==> config.mk <==
export PLATFORM = sky130hd
export DESIGN_NAME = fifo_rd_sched
export DESIGN_NICKNAME = d
export VERILOG_FILES = /design/src/rtl/fifo_rd_sched_pkg.sv /design/src/rtl/fifo_rd_sched_rr_pick.sv /design/src/rtl/fifo_rd_sched.sv
export SDC_FILE = /design/constraint.sdc
export NUM_CORES = 1
export LEC_CHECK = 0
export ABC_AREA = 0
export CAP_MARGIN = 20
export CORE_MARGIN = 1
export CORE_UTILIZATION = 43
export CTS_CLUSTER_SIZE = 25
export DETAILED_ROUTE_END_ITERATION = 6
export MAX_ROUTING_LAYER = met4
export PLACE_DENSITY = 0.74
export SYNTH_ARGS = -nofsm -noshare
export SYNTH_HDL_FRONTEND = slang
export SYNTH_HIERARCHICAL = 1
export SYNTH_SLANG_ARGS = --single-unit
==> constraint.sdc <==
create_clock -name clck -period 3.12 [get_ports clck]
set_input_delay 0.468 -clock clck [delete_from_list [all_inputs] [get_ports clck]]
set_output_delay 0.468 -clock clck [all_outputs]
set_load 0.02 [all_outputs]
==> src/rtl/fifo_rd_sched_pkg.sv <==
// fifo_rd_sched_pkg -- shared definitions for the FIFO read-side blocks.
//   state_e      : read scheduler FSM states
//   *_DEF        : default NREQ / BLW / TMO values
//   idx_w()      : index width for an N-entry one-hot (never below 1)
package fifo_rd_sched_pkg;

   typedef enum logic [1:0] {
      IDLE  = 2'd0,
      BURST = 2'd1,
      DONE  = 2'd2
   } state_e;

   localparam int NREQ_DEF = 4;
   localparam int BLW_DEF  = 3;
   localparam int TMO_DEF  = 15;

   function automatic int idx_w(input int n);
      return (n > 1) ? $clog2(n) : 1;
   endfunction

endpackage

==> src/rtl/fifo_rd_sched_rr_pick.sv <==
// rr_pick -- combinational round-robin selector.
//   req     in  NREQ  request levels
//   rr_ptr  in  IW    highest-priority index for this pick
//   win_oh  out NREQ  one-hot winner (zero when req is zero)
//   win_idx out IW    binary index of the winner
module rr_pick
   import fifo_rd_sched_pkg::*;
#(
   parameter int NREQ = NREQ_DEF,
   parameter int IW   = idx_w(NREQ)
) (
   input  logic [NREQ-1:0] req,
   input  logic [IW-1:0]   rr_ptr,
   output logic [NREQ-1:0] win_oh,
   output logic [IW-1:0]   win_idx
);

   logic found;
   int   k;

   // Walk rr_ptr, rr_ptr+1, ... with wrap; the first requester seen wins.
   always_comb begin
      win_oh  = '0;
      win_idx = '0;
      found   = 1'b0;
      k       = 0;
      for (int i = 0; i < NREQ; i++) begin
         k = int'(rr_ptr) + i;
         if (k >= NREQ) k = k - NREQ;
         if (!found && req[k]) begin
            found     = 1'b1;
            win_oh[k] = 1'b1;
            win_idx   = IW'(k);
         end
      end
   end

endmodule

==> src/rtl/fifo_rd_sched.sv <==
// fifo_rd_sched -- grants the FIFO read port to one consumer at a time for a
// committed burst of beats, pausing while the FIFO is empty and giving up
// after TMO consecutive empty cycles.
//   clck      in   clock (rising edge)
//   rst       in   synchronous reset, active low
//   req       in   per-consumer request levels
//   burst_len in   beats per grant (0 means 1)
//   empty     in   FIFO empty flag
//   inc       out  read-pointer advance
//   gnt       out  registered one-hot grant
//   vld       out  read data valid (inc delayed one cycle)
//   done      out  end-of-burst pulse
//   abort     out  end-of-burst-by-timeout pulse (with done)
//   busy      out  FSM not in IDLE
module fifo_rd_sched
   import fifo_rd_sched_pkg::*;
#(
   parameter int NREQ = NREQ_DEF,
   parameter int BLW  = BLW_DEF,
   parameter int TMO  = TMO_DEF
) (
   input  logic            clck,
   input  logic            rst,
   input  logic [NREQ-1:0] req,
   input  logic [BLW-1:0]  burst_len,
   input  logic            empty,
   output logic            inc,
   output logic [NREQ-1:0] gnt,
   output logic            vld,
   output logic            done,
   output logic            abort,
   output logic            busy
);

   localparam int IW = idx_w(NREQ);
   localparam int TW = $clog2(TMO + 1);

   state_e          state_q, state_d;
   logic [NREQ-1:0] gnt_q;
   logic [IW-1:0]   win_q, rr_ptr_q;
   logic [BLW-1:0]  len_q, beat_q;
   logic [TW-1:0]   tmo_q;
   logic            abt_q, vld_q;
   logic [NREQ-1:0] win_oh;
   logic [IW-1:0]   win_idx;
   logic            last_beat, tmo_hit;

   rr_pick #(.NREQ(NREQ), .IW(IW)) u_rr_pick (
      .req     (req),
      .rr_ptr  (rr_ptr_q),
      .win_oh  (win_oh),
      .win_idx (win_idx)
   );

   assign last_beat = (beat_q == len_q - BLW'(1));
   // The counter still holds TMO-1 here; this empty cycle is the TMO-th.
   assign tmo_hit   = (tmo_q == TW'(TMO - 1));

   always_ff @(posedge clck) begin
      if (!rst) state_q <= IDLE;
      else      state_q <= state_d;
   end

   always_comb begin
      state_d = state_q;
      case (state_q)
         IDLE:    if (|req) state_d = BURST;
         BURST: begin
            if (inc) begin
               if (last_beat) state_d = DONE;
            end else if (empty && tmo_hit) begin
               state_d = DONE;
            end
         end
         DONE:    state_d = IDLE;
         default: state_d = IDLE;
      endcase
   end

   // inc is also gated by rst so no pointer advance escapes during the
   // cycle in which reset is being applied.
   always_comb begin
      inc   = 1'b0;
      done  = 1'b0;
      abort = 1'b0;
      busy  = (state_q != IDLE);
      case (state_q)
         BURST: inc = ~empty & rst;
         DONE: begin
            done  = 1'b1;
            abort = abt_q;
         end
         default: ;
      endcase
   end

   always_ff @(posedge clck) begin
      if (!rst) begin
         gnt_q    <= '0;
         win_q    <= '0;
         rr_ptr_q <= '0;
         len_q    <= '0;
         beat_q   <= '0;
         tmo_q    <= '0;
         abt_q    <= 1'b0;
         vld_q    <= 1'b0;
      end else begin
         vld_q <= inc;
         case (state_q)
            IDLE: if (|req) begin
               gnt_q  <= win_oh;
               win_q  <= win_idx;
               len_q  <= (burst_len == '0) ? BLW'(1) : burst_len;
               beat_q <= '0;
               tmo_q  <= '0;
               abt_q  <= 1'b0;
            end
            BURST: begin
               if (inc) begin
                  beat_q <= beat_q + BLW'(1);
                  tmo_q  <= '0;
               end else if (empty) begin
                  tmo_q  <= tmo_q + TW'(1);
               end
               if (state_d == DONE) begin
                  gnt_q <= '0;
                  abt_q <= ~inc;
               end
            end
            DONE: rr_ptr_q <= (win_q == IW'(NREQ - 1)) ? '0 : win_q + IW'(1);
            default: ;
         endcase
      end
   end

   assign gnt = gnt_q;
   assign vld = vld_q;

endmodule
==> run summary, run 1 <==
syn_nets: 207
number of synthesized flops with an enable pin: 0
nets: 222
vias in the first global route: 1214
CTS Buf Count: 3
Vias/cell: 5.22
most common cell after layout, fill and taps aside: nand2_1
Worst setup startpoint: empty
P_int: 522 uW
Primary FF master, synth: dfxtp_1
IO Pins: 19
# DRC: 0
H-tree depth: 1
Worst Max-Slew Pin Slew: 0.590 ns
max cap viols: 0
Leakage Power: 0.000726 uW
Critical Path Sink: inc
initial antenna violation count: 0
Slew Limit Fails: 0
Comb power frac: 0.179
WP data arrival: 2.05 ns
Yosys warnings: 6
Worst Path Required: 2.65 ns
number of diodes: 0
DR vias: 1273
RD Place Congestion: 0.802
Clock Sinks: 22
Wirelength per Cell: 12.6 um
CTS tree: done
die area: 4000 um2
R2R Setup Slk: 1.03 ns
Die X: 63.2 um
WHS Path Cells: 2
Root Driver: clkbuf_8
Final period util: 0.806
Slew HR: 0.603
crit path kind: in -> out
port bufs: 18
Flop pwr share: 0.435
Clk network pwr share: 0.386
most frequent cells in the layout: 24 x nand2_1, 22 x dfxtp_1, 18 x clkdlybuf4s50_1
final setup violating endpoints: 0
# hold bufs at CTS: 0
unique cell type count in the Yosys netlist: 48
global-route wire length before repair: 5540 um
Peak Freq: 397 MHz
outcome: finished clean
post-CTS resize count: 0
clock buffer depth: 2
Worst VDD drop: 210 uV
Starting Density: 0.465
Fin Setup TNS: 0 ns
worst hold margin: 0.470 ns
startpoint types: input port
clock skew: 0.00938 ns
Rows: 21
Mapped Cells: 184
P&R area growth vs syn: 16.4%
synthesized flop and latch total: 22
Core Footprint: 3470 um2
critical path peak fanout: 5
setup repair bufs after CTS: 0
CP Capture Type: output pin
Tmin final: 2.52 ns
RSZ-0062 raised after global routing: no
worst reg2reg path endpoint: gnt[3]
GRT Resource Usage Total: 0.176
placed wire-length estimate: 2230 um
fraction of layout cells with a size suffix above 1: 0.116
remaining antenna violation count: 0
largest net degree at the start of global routing: 25
Hold Crit Class: reg -> reg
pwr dens: 367 nW/um2
clk_lat worst skew: 0.26 ns
DR pass1 iterations: 4
Die Y: 63.2 um
reg2reg start: rr_ptr_q[0]
synthesized area: 1610 um2
Final Hold Fails: 0
Post-Syn Area per Cell: 8.77 um2
switching power: 167 uW
clock slew at reported path FFs: 0.09 ns
initial drt markers: 97
async set-reset flop share out of synthesis: 0
Seq/Total Area, Yosys: 0.273
Sw Ratio: 0.243
drt total wl: 3080 um
path depth of the worst reg2reg path: 8
grt ovf: 0
-- flip-flops by register name, indices dropped and copies added (netlist names) --
name and cells:
gnt 4, tmo_q 4, beat_q 3, len_q 3, rr_ptr_q 2, state_q 2
win_q 2, abt_q 1, vld 1
-- per-stage QoR --
step                      cell area [um2]  total power (uW)  setup WS, ns   util  std cells
after floorplan                      1610               393         0.758      -        184
after global placement               1810               429         0.599  0.521        240
after detailed placement             1810               429         0.598  0.521        240
after CTS                            1880               698         0.578  0.541        244
after global routing                 1880               720         0.503  0.541        244
final                                1880               689         0.604  0.541        244
-- final cells by class --
| class | count | area (um2) |
|---|---|---|
| multi-input cells | 142 | 1070 |
| repair buffers | 21 | 203 |
| well taps | 46 | 57.6 |
| fillers | 326 | 1590 |
| clock buffers | 3 | 41.3 |
| clock inverters | 1 | 30.0 |
| inverters | 9 | 33.8 |
| flip-flops and latches | 22 | 440 |
-- cell families after synthesis --
group,count (synthesis),share of synthesized area
AOI/OAI and AO/OA,36,0.169
xor gates and xnor gates,7,0.0473
DFF,22,0.273
buffers and inverters,20,0.0621
and+or+nand+nor,75,0.256
adders and majority gates,13,0.101
muxes,11,0.0915
-- power groups by stage --
stage	registers [uW]	clock network, uW	logic [uW]
floorplan	306	0	87.4
global placement	306	0	123
detailed placement	307	0	123
CTS	300	274	124
global route	302	283	136
finish	300	266	123
-- Yosys cell counts, types with 3 or more instances --
library cell,count,area (um2)
mux4_2,3,67.6
nand2b_1,3,18.8
mux2i_1,8,80.1
a21oi_1,3,15.0
nor2b_1,7,43.8
nor2_1,11,41.3
inv_1,9,33.8
clkbuf_2,3,15.0
xnor2_1,4,35.0
a221o_2,4,45.0
buf_2,5,25.0
a21boi_0,5,37.5
a31oi_1,3,18.8
dfxtp_1,22,440
nand3_1,9,45.0
o21ai_0,9,45.0
nand2_1,24,90.1
ha_1,13,163
-- per-layer routing --
layer | GRT usage | up-vias | wire [um]
met5 | - | - | 0
met4 | 0.0597 | 0 | 27
met3 | 0.0217 | 2 | 73
met2 | 0.280 | 19 | 1450
met1 | 0.229 | 577 | 1520
li1 | - | 675 | -
-- how the worst min path moves through the flow --
stage	from	to	slack [ns]
4_1_cts	len_q[1]	len_q[1]	0.47
6_report	gnt[1]	gnt[1]	0.47
2_1_floorplan	len_q[1]	len_q[1]	0.44
3_3_place_gp	len_q[1]	len_q[1]	0.45
3_5_place_dp	len_q[1]	len_q[1]	0.46
5_1_grt	len_q[1]	len_q[1]	0.48
-- critical path: stages --
cell             delay [ns]
clkdlybuf4s50_1        0.46
nand4bb_1              0.31
inv_1                  0.18
clkdlybuf4s50_1        0.62
Power figures use the tool's default switching activity.
==> run 2, diff against run 1 <==
Clock period 3.12 ns to 2.5 ns, I/O delays scaled along.
==> run 2 against run 1 <==
Die area did not move. Cell area barely moved. First-iteration DRC count fell by 20%. Register-to-register slack got worse by 0.64 ns. Via count rose by 3.5%. Largest power group unchanged. Highest routed layer unchanged.
==> run summary, run 2 (synthesis gave the netlist of run 1 again) <==
Tmin final: 2.29 ns
Peak Freq: 436 MHz
startpoint types: register
max cap viols: 0 (unchanged)
DR pass1 iterations: 4 (unchanged)
pwr dens: 417 nW/um2 (+14%)
vias in the first global route: 1249 (+2.9%)
# DRC: 0 (unchanged)
FILL cells: 341 (+4.6%)
most common cell after layout, fill and taps aside: nand2_1
GR Util met3: 0.0217 (unchanged)
fraction of layout cells with a size suffix above 1: 0.125 (+0.00884)
clock buffer depth: 2 (unchanged)
die area: 4000 um2 (unchanged)
DR vias: 1318 (+3.5%)
H-tree depth: 1 (unchanged)
Leakage Power: 0.000728 uW (+0.29%)
initial antenna violation count: 0 (unchanged)
drt total wl: 3110 um (+1.0%)
Vias/cell: 5.36 (+2.7%)
Final period util: 0.917
P&R area growth vs syn: 16.4% (about the same)
Wirelength per Cell: 12.6 um (+0.19%)
RD Place Congestion: 0.827 (+3.1%)
Worst Path Required: 2.12 ns (-0.53 ns)
CP Capture Type: output pin
setup repair bufs after CTS: 0 (unchanged)
WHS Path Cells: 2 (unchanged)
clock skew: 0.00307 ns (-0.00631 ns)
CTS Buf Count: 3 (unchanged)
clk_lat worst skew: 0.26 ns (about the same)
remaining antenna violation count: 0 (unchanged)
Core Footprint: 3470 um2 (unchanged)
final setup violating endpoints: 0 (unchanged)
met2 usage: 0.270 (-0.00941)
CP max stage delay: 0.60 ns (-0.02 ns)
Die Y: 63.2 um (unchanged)
CTS tree: done
largest net degree at the start of global routing: 25 (unchanged)
Starting Density: 0.465 (unchanged)
Final Hold Fails: 0 (unchanged)
placed wire-length estimate: 2230 um (about the same)
Fin Setup TNS: 0 ns (unchanged)
GRT Resource Usage Total: 0.172 (-0.00332)
worst hold margin: 0.476 ns (+0.00578 ns)
path depth of the worst reg2reg path: 8 (unchanged)
Rows: 21 (unchanged)
Slew Limit Fails: 0 (unchanged)
crit-path cells: nor2b_1, and2_1, clkdlybuf4s50_1
Worst Setup Slack, final: 0.206 ns (-0.398 ns)
RSZ-0062 raised after global routing: no
R2R Setup Slk: 0.39 ns (-0.64 ns)
outcome: finished clean
Worst VDD drop: 186 uV (-11%)
clock slew at reported path FFs: 0.08 ns (about the same)
number of diodes: 0 (unchanged)
most frequent cells in the layout: 24 x nand2_1, 22 x dfxtp_1, 18 x clkdlybuf4s50_1
# hold bufs at CTS: 0 (unchanged)
met1 Track Usage GR: 0.230 (+0.000761)
port bufs: 18 (unchanged)
GR peak layer: met2
crit path kind: reg -> out
critical path peak fanout: 7 (+2)
nets: 224 (+0.90%)
Hold Crit Class: reg -> reg
grt ovf: 0 (unchanged)
initial drt markers: 78 (-20%)
Root Driver: clkbuf_8
Die X: 63.2 um (unchanged)
IO Pins: 19 (unchanged)
Worst Max-Slew Pin Slew: 0.602 ns (+0.0115 ns)
WP data arrival: 1.92 ns (-0.13 ns)
pre-CTS WS: 0.0427 ns (-0.556 ns)
Slew HR: 0.595 (-0.00775)
global-route wire length before repair: 5450 um (-1.6%)
Clock Sinks: 22 (unchanged)
CP max stage cell: clkdlybuf4s50_1
post-CTS resize count: 0 (unchanged)
==> run 2: metal layers <==
metal | part of all wire | up-vias
met5 | 0 | -
met4 | 0.011 | 0
met3 | 0.024 | 4
met2 | 0.47 | 19
met1 | 0.50 | 618
li1 | - | 677
==> run 2: stage by stage <==
stage,cell area (um2),utilization,power [uW],std cells
CTS,1880,0.541,795,246
global placement,1820,0.525,537,242
global route,1880,0.541,823,246
finish,1880,0.541,783,246
floorplan,1610,-,491,184
detailed placement,1820,0.525,538,242
==> run 2: path summary, 6_finish.rpt <==
path,start,to
setup reg to reg,rr_ptr_q[0],gnt[1]
hold / removal,len_q[1],len_q[1]
setup / recovery,state_q[1],abort
hold reg to reg,len_q[1],len_q[1]
==> run 2: layout make-up <==
cell class / instances / area [um2] / share of cell area
clock buffer: 4 / 55.1 / 0.0293
multi-input combinational: 142 / 1070 / 0.571
timing repair buffer: 23 / 218 / 0.116
sequential: 22 / 440 / 0.235
tap: 46 / 57.6 / 0.0307
inverter: 9 / 33.8 / 0.0180
==> run 2: report_power, final <==
| part | internal [uW] | leakage [uW] | switching [uW] | total (uW) |
|---|---|---|---|---|
| registers | 363 | 0.000179 | 11.2 | 375 |
| logic | 76.1 | 0.000520 | 79.6 | 156 |
| clock network | 140 | 0.0000288 | 113 | 253 |
| total | 580 | 0.000728 | 204 | 783 |
==> run 2: critical path: cells and delay by family (launching register included) <==
| kind | cells | cell delay, ns |
|---|---|---|
| simple gates | 2 | 0.61 |
| flops | 1 | 0.45 |
| buf+inv | 1 | 0.60 |
==> variant, RTL diff (config.mk and constraints of run 1) <==
Set the package constant `BLW_DEF` to 2 (it was 3).
--- a/src/rtl/fifo_rd_sched_pkg.sv
+++ b/src/rtl/fifo_rd_sched_pkg.sv
@@ -12,5 +12,5 @@
 
    localparam int NREQ_DEF = 4;
-   localparam int BLW_DEF  = 3;
+   localparam int BLW_DEF  = 2;
    localparam int TMO_DEF  = 15;
 
Interface: changed (resized burst_len); port bits go from 19 to 18. No check against the original RTL was run, so the function may have changed too.
==> variant against run 1 <==
Sequential cell count shrank 2; sequential share of layout area grew 0.36 points; routed wire length grew 3.0%; design area shrank 10%; total power shrank 5.8%; worst setup slack lost 22 ps; area after synthesis shrank 9.3%; utilization shrank 0.39 points; largest cell class unchanged; largest power group unchanged; highest routed layer unchanged.
==> variant: results (changes against run 1) <==
cts:
  numCtsBuffers: 3  # unchanged
  cts_setup_buffers: 0  # unchanged
  cts_root_buf: "clkbuf_4"  # was clkbuf_8
  clk_path_buf_depth: 2  # unchanged
  clk_latency_ps: 310  # was 260 ps
  cts.clk_slew.worst_paths_ps: 120  # was 90 ps
  htreeDepth: 1  # unchanged
  ctsResizeCount: 0  # unchanged
timing:
  final.setup.worst_slack_ps: 582  # was 604 ps
  max_slew.worst_pin.slew_ps: 682  # was 590 ps
  skew_ps: 5.22  # was 9.38 ps
drt:
  drt_iter0_drc: 48  # was 97
  wl_per_cell_um: 14.0  # was 12.6 µm
  drt_pre_antenna_iters: 4  # unchanged
  vias: 1273  # unchanged
logic_synthesis:
  ys.warnings.count: 6  # unchanged
  synthesis.nets: 192  # was 207
  synth_ff_type: "dfxtp_1"  # unchanged
  synthArstFlopShare_pct: 0  # unchanged
  synth_area_leaders: "dfxtp_1 27%, ha_1 9.4%, mux4_2 4.6%"  # was dfxtp_1 27%, ha_1 10%, nand2_1 5.6%
  yosysTopAreaCellShare_pct: 27.4  # was 27.3%
  synth_commonest_cells: "20 x dfxtp_1, 17 x nand2_1, 15 x nor2_1"  # was 24 x nand2_1, 22 x dfxtp_1, 13 x ha_1
  synth.distinct_cells: 49  # was 48
  yosysSeqAreaShare_pct: 27.4  # was 27.3%
global_routing:
  grt_pass1_wl_um: 5150  # was 5540 µm
  track_usage_pct: 19.4  # was 17.6%
  grt_antenna_before_repair: 0  # unchanged
  grt_max_degree: 20  # was 25
  grt_pass1_vias: 1152  # was 1,214
place:
  io_buffers: 17  # was 18
  preCtsSetupSlack_ps: 557  # was 598 ps
  hpwl_um: 2300  # was 2230 µm
  routabilityCongestion: 0.796  # was 0.802
layout:
  antenna_cells: 0  # unchanged
  nets: 203  # was 222
  final_layout_size_suffix_gt1_share_pct: 11.5  # was 11.6%
  nFillCells: 291  # was 326
hold_path:
  min_from: "len_q[1]"  # was gnt[1]
  hold_class: "reg -> reg"  # unchanged
power_and_ir_drop:
  ir_drop_uv: 183  # was 210 µV
  power.leakage_uw: 0.000626  # was 0.000726 µW
critical_path:
  r2r_cells: 7  # was 8
  reg2reg_slack_ps: 1030  # about the same
  cp-startpoint: "empty"  # unchanged
  reg2reg_from: "rr_ptr_q[0]"  # unchanged
  crit_fanout: 9  # was 5
  cp.arrival_ps: 2070  # was 2050 ps
  timing.rr.end: "gnt[3]"  # unchanged
flow_run:
  cap_viol_max_count: 0  # unchanged
status:
  status: "finished, final reports clean"  # unchanged
[variant: changes by cell type after synthesis, moves of 5 or more]
cell      delta
nor2b_1      -5
nand2_1      -7
a21boi_0     -5
nand3_1      -7
[variant: where the power goes]
part,internal (µW),leakage (µW),switching (µW)
Clock,130,0.0000279,88.1
Sequential,269,0.000163,10.4
Combinational,64.7,0.000435,87.6
[variant: cells by family after synthesis]
logic type,after synthesis,synth area share [%]
AND/OR/NAND/NOR,68,25.7
AO/OA/AOI/OAI,45,22.2
flip-flops,20,27.4
buffers and inverters,19,6.59
adder cells (fa/ha/maj),11,9.41
multiplexers,8,8.04
XOR/XNOR,1,0.599
[variant: layout make-up]
| class | instances | area [µm²] | area share, % |
|---|---|---|---|
| Tap cell | 44 | 55.1 | 3.27 |
| Clock buffer | 3 | 22.5 | 1.34 |
| Timing Repair Buffer | 19 | 185 | 11.0 |
| Sequential cell | 20 | 400 | 23.8 |
| Clock inverter | 1 | 30.0 | 1.79 |
| Inverter | 6 | 22.5 | 1.34 |
| Multi-Input combinational cell | 133 | 966 | 57.4 |
[variant: worst min path at each step]
stage / cells past startpoint / end
6_report: 2 / len_q[1]
5_1_grt: 2 / len_q[1]
4_1_cts: 2 / win_q[1]
3_5_place_dp: 2 / win_q[1]
3_3_place_gp: 2 / win_q[1]
2_1_floorplan: 2 / win_q[1]
[variant: metrics by stage]
step           area, µm²  hold slack, ps  std cells  total power [µW]  utilization (%)
2_1_floorplan       1460             440        172               396                -
3_3_place_gp        1630             448        222               430             52.1
3_5_place_dp        1630             465        222               435             52.1
4_1_cts             1680             484        226               651             53.8
5_1_grt             1680             510        226               683             53.8
6_report            1680             485        226               650             53.8
[variant: routing by layer]
layer / GRT usage (%) / share of wire (%)
met2: 31.6 / 49
met3: 4.11 / 2.9
met4: 5.65 / 1.1
met5: - / 0
met1: 23.8 / 47
[variant: critical path: stages]
cell	delay, ps
clkdlybuf4s50_1	540
nand2b_1	320
nor2_1	130
clkdlybuf4s50_1	610
